==> config.mk <==
export PLATFORM = sky130hd
export DESIGN_NAME = fpu_arbiter
export DESIGN_NICKNAME = d
export VERILOG_FILES = /design/src/rtl/fpu_arbiter.sv
export SDC_FILE = /design/constraint.sdc
export NUM_CORES = 1
export LEC_CHECK = 0
export BUFFER_PORTS_ARGS = -buffer_cell sky130_fd_sc_hd__buf_2
export CAP_MARGIN = 20
export CORE_AREA = 8 8 97 108
export DETAILED_ROUTE_END_ITERATION = 16
export DIE_AREA = 0 0 105 116
export PLACE_DENSITY_LB_ADDON = 0.05
export SLEW_MARGIN = 25
export SYNTH_ARGS = -nofsm -noshare
export SYNTH_HDL_FRONTEND = slang
export SYNTH_SLANG_ARGS = --single-unit
==> constraint.sdc <==
create_clock -name clk -period 2.4 [get_ports clk]
set_clock_uncertainty 0.05 [all_clocks]
set_input_delay 0.24 -clock clk [delete_from_list [all_inputs] [get_ports clk]]
set_output_delay 0.24 -clock clk [all_outputs]
set_load 0.03 [all_outputs]
==> src/rtl/fpu_arbiter.sv <==
// fpu_arbiter: round-robin front end sharing one half-precision FPU
// between the execute stage (id 0) and the crypto core (id 1).
module fpu_arbiter #(
    parameter int unsigned FPU_LAT = 1
) (
    input  logic        clk,
    input  logic        rst,
    input  logic [1:0]  req_vld,
    output logic [1:0]  req_rdy,
    input  logic [15:0] req0_a,
    input  logic [15:0] req0_b,
    input  logic [15:0] req1_a,
    input  logic [15:0] req1_b,
    input  logic [1:0]  req_op,
    output logic        fpu_vld,
    output logic [15:0] fpu_a,
    output logic [15:0] fpu_b,
    output logic [3:0]  fpu_opcode,
    input  logic [15:0] fpu_res,
    input  logic        fpu_ovf,
    output logic        rsp_vld,
    input  logic        rsp_rdy,
    output logic        rsp_id,
    output logic [15:0] rsp_res,
    output logic        rsp_ovf,
    output logic [15:0] ops_done,
    output logic [7:0]  ovf_cnt
);

    typedef enum logic [1:0] {
        S_IDLE,
        S_ISSUE,
        S_RESP
    } state_t;

    localparam logic [3:0] LAT_M1 = 4'(FPU_LAT - 1);

    state_t      r_state;
    state_t      w_next;
    logic        r_ptr;
    logic [3:0]  r_cnt;
    logic [15:0] r_a;
    logic [15:0] r_b;
    logic        r_op;
    logic        r_id;
    logic [15:0] r_res;
    logic        r_ovf;
    logic [15:0] r_ops;
    logic [7:0]  r_ovfc;

    logic        w_gid;
    logic        w_grant;
    logic        w_sample;
    logic        w_hs;

    // pointer only matters when both requesters compete
    assign w_gid    = (req_vld == 2'b11) ? r_ptr : req_vld[1];
    assign w_grant  = (r_state == S_IDLE) && (|req_vld) && !rst;
    assign w_sample = (r_state == S_ISSUE) && (r_cnt == 4'd0);
    assign w_hs     = (r_state == S_RESP) && rsp_rdy;

    always_ff @(posedge clk or posedge rst) begin
        if (rst) begin
            r_state <= S_IDLE;
        end else begin
            r_state <= w_next;
        end
    end

    always_comb begin
        w_next = r_state;
        unique case (r_state)
            S_IDLE:  if (w_grant) w_next = S_ISSUE;
            S_ISSUE: if (w_sample) w_next = S_RESP;
            S_RESP:  if (w_hs) w_next = S_IDLE;
            default: w_next = S_IDLE;
        endcase
    end

    always_comb begin
        req_rdy    = 2'b00;
        fpu_vld    = 1'b0;
        fpu_opcode = 4'b0000;
        rsp_vld    = 1'b0;
        unique case (r_state)
            S_IDLE: begin
                if (w_grant) req_rdy = w_gid ? 2'b10 : 2'b01;
            end
            S_ISSUE: begin
                fpu_vld    = 1'b1;
                fpu_opcode = r_op ? 4'b1111 : 4'b1110;
            end
            S_RESP: begin
                rsp_vld = 1'b1;
            end
            default: begin
                rsp_vld = 1'b0;
            end
        endcase
    end

    // operand registers drive the FPU directly so idle cycles never toggle them
    always_ff @(posedge clk or posedge rst) begin
        if (rst) begin
            r_ptr  <= 1'b0;
            r_cnt  <= 4'd0;
            r_a    <= 16'd0;
            r_b    <= 16'd0;
            r_op   <= 1'b0;
            r_id   <= 1'b0;
            r_res  <= 16'd0;
            r_ovf  <= 1'b0;
            r_ops  <= 16'd0;
            r_ovfc <= 8'd0;
        end else begin
            if (w_grant) begin
                r_a   <= w_gid ? req1_a : req0_a;
                r_b   <= w_gid ? req1_b : req0_b;
                r_op  <= req_op[w_gid];
                r_id  <= w_gid;
                r_cnt <= LAT_M1;
            end else if ((r_state == S_ISSUE) && (r_cnt != 4'd0)) begin
                r_cnt <= r_cnt - 4'd1;
            end
            if (w_sample) begin
                r_res <= fpu_res;
                r_ovf <= fpu_ovf;
            end
            if (w_hs) begin
                r_ops <= r_ops + 16'd1;
                if (r_ovf && (r_ovfc != 8'hFF)) begin
                    r_ovfc <= r_ovfc + 8'd1;
                end
                r_ptr <= ~r_id;
            end
        end
    end

    assign fpu_a    = r_a;
    assign fpu_b    = r_b;
    assign rsp_id   = r_id;
    assign rsp_res  = r_res;
    assign rsp_ovf  = r_ovf;
    assign ops_done = r_ops;
    assign ovf_cnt  = r_ovfc;

endmodule

==> results.toml <==
[placement]
io_buffer_count = 169
gp_congestion = 0.726
placed_area_mm2 = 0.00453
dp_hpwl_um = 7250

[synth]
yosysTopAreaCellShare = 0.574
netlist_top_cells_count = "dfrtp_1, inv_1, a222oi_1"
syn_nets = 381
syn_area_mm2 = 0.00358
syn_area_per_cell_um2 = 12.4
ys_warn_count = 0
synthArstFlopShare = 1.00
yosysSeqAreaShare = 0.574
yosysUniqueCellTypes = 39
synthFlopType = "dfrtp_1"
yosys.area.top_type = "dfrtp_1"
ys_ff_latch = 82
ys_top_cells_by_area = "dfrtp_1, a222oi_1, inv_1, mux2_4, xnor2_1"
synthCells = 289
synth_edf_count = 0
synth.most_common_cell = "dfrtp_1"

[floorplanning]
core_mm2 = 0.00865
ios = 170
dieArea_mm2 = 0.0122
std_cell_rows = 36
start_util = 0.413
die_x_um = 105
die_h_um = 116

[cts]
clock-sinks = 82
tritoncts = "done"
cts_buffer_depth = 2
htreeDepth = 3
clk_latency_ns = 0.35
cts-buffers-inserted = 9
root_buffer = "clkbuf_8"
path_clk_slew_ns = 0.09

[timing]
relSlewSlack = 0.541
worst_pin_slew_ns = 0.686
maxSlewViolCount = 0
setup_tns_ns = 0
finalSetupViolations = 0
final_hold_viol_count = 0
post-route-period-util = 0.900
clock.fmax_mhz = 463
hold_ws_ns = 0.0518
min_period_ns = 2.16
rsz0062_at_grt = "false"

[flow_run]
cap_viol_max_count = 0

[global_routing]
grt_pass1_vias = 3133
antenna_found_initial = 0
grt_max_degree = 36
grt_pass1_wl_um = 15300
overflow = 0
grtUsageTotal = 0.157

[worst_setup_path]
crit_chain = "dlygate4sd3_1, buf_2, nor3_2, and3_2, buf_2"
setup.worst_path.start_class = "primary input"
cp_max_fo = 12
critPathMostFrequentCell = "buf_2"
worst_ep_required_time_ns = 2.11
path_delay_family = "buffers and inverters"
cp.arrival_ns = 1.87
critPathKind = "primary input to output pin"
crit_slowest_cell = "dlygate4sd3_1"
rr_startpoint = "r_state[0]$_DFFE_PP0P_"
end_kind = "output pin"
worst-path-buf-inv = 3
slowest_delay_ns = 0.55
crit_path_start = "rst"

[pwr]
p_sw_frac = 0.449
power_density_mw_per_mm2 = 1280
design_power_total_mw = 6.07
p_leak_nw = 2.63
intPower_mw = 3.34
power_frac_comb = 0.477
pwr-share-clk = 0.157
p_switching_mw = 2.73
vdd_drop_max_mv = 0.645
sequentialPowerShare = 0.366

[status]
status = "complete, no violations"

[layout]
nets = 553
post-route-util = 0.547
drive_gt1_frac = 0.476
syn_to_final_growth_pct = 32.3
diodes = 0
stdcell_area_mm2 = 0.00473

[route]
wl_um = 9520
maxUsedRoutingLayer = "met4"
antenna_left = 0
via_per_inst = 5.04
avgRoutedWirePerCell_um = 16.4
met3RoutedLength_um = 529
dr_wl_met2_um = 4790
vias = 2923
drt_iter0_markers = 191
drc = 0
dr.pass1.iters = 7
met1_length_um = 4040

[hold_path]
hold_start = "req0_a[15]"
hold_class = "primary input to register"
-- layer usage --
layer | vias to the layer above | global-route usage
met3 | 12 | 0.0423
li1 | 1380 | -
met4 | 0 | 0.0733
met2 | 94 | 0.261
met1 | 1437 | 0.185
met5 | - | 0
-- layout make-up --
| cell class | count | area, um^2 |
|---|---|---|
| Tap cell | 114 | 143 |
| Multi-Input combinational cell | 153 | 1270 |
| Clock buffer | 10 | 138 |
| Fill cell | 835 | 3920 |
| Timing Repair Buffer | 177 | 933 |
| Clock inverter | 6 | 48.8 |
| Sequential cell | 82 | 2050 |
| Inverter | 38 | 144 |
-- power groups by stage --
stage / sequential, mW / clock, mW / combinational (mW)
after floorplan: 3.08 / 0 / 1.27
after global placement: 2.23 / 0 / 2.90
after detailed placement: 2.23 / 0 / 2.95
after CTS: 2.22 / 1.00 / 2.94
after global routing: 2.28 / 1.05 / 3.11
final: 2.22 / 0.953 / 2.89
-- state kept, by name, indices dropped and copies added, names as in the netlist, 2 cells and up --
signal    cells
fpu_a        16
fpu_b        16
ops_done     16
rsp_res      16
ovf_cnt       8
r_cnt         4
r_state       2
-- path summary, 6_finish.rpt --
path / end / slack (ns) / cells past startpoint
setup / recovery: req_rdy[0] / 0.24 / 5
hold / removal: fpu_a[15]$_DFFE_PP0P_ / 0.05 / 3
setup reg to reg: fpu_b[0]$_DFFE_PP0P_ / 0.60 / 5
hold reg to reg: ovf_cnt[6]$_DFFE_PP0P_ / 0.43 / 1
max in group asynchronous: fpu_b[9]$_DFFE_PP0P_ / 1.21 / 4
min in group asynchronous: rsp_ovf$_DFFE_PP0P_ / 0.43 / 3
-- cells in the final DEF (no fill, tap or decap), types with 4 or more instances in the layout --
cell / count
buf_4: 5
xor2_1: 7
ha_1: 4
clkbuf_8: 10
mux2_2: 11
nor3_1: 4
buf_2: 169
a222oi_1: 33
nand4_1: 6
nand2_1: 18
xnor2_1: 15
nand3_1: 7
dfrtp_1: 82
mux2_4: 9
inv_1: 37
nor2_1: 9
-- kinds of logic after synthesis --
group                    count (synthesis)  synth area share
adder cells (fa/ha/maj)                  4            0.0140
multiplexers                            20            0.0724
buffers and inverters                   54            0.0728
XOR/XNOR                                22            0.0539
AO/OA/AOI/OAI                           42             0.112
flip-flops                              82             0.574
AND/OR/NAND/NOR                         65             0.101
-- what timing repair did --
| action | 4_1_cts | 5_1_grt |
|---|---|---|
| setup endpoints to repair | 0 | 2 |
| hold buffers | 1 | 0 |
| setup buffers | 0 | 0 |
| resized for setup | 0 | 2 |
| hold endpoints to repair | 27 | 0 |
-- stage by stage --
step,instances,worst slack [ns]
floorplan,289,0.00156
global placement,563,0.572
detailed placement,563,0.504
CTS,580,0.120
global route,580,0.146
finish,580,0.241
-- tightest hold or removal path, cell delays in order --
cell and delay, ns:
buf_2 0.08, a222oi_1 0.05, inv_1 0.05
Note: power is estimated with default switching activity, not from simulation.
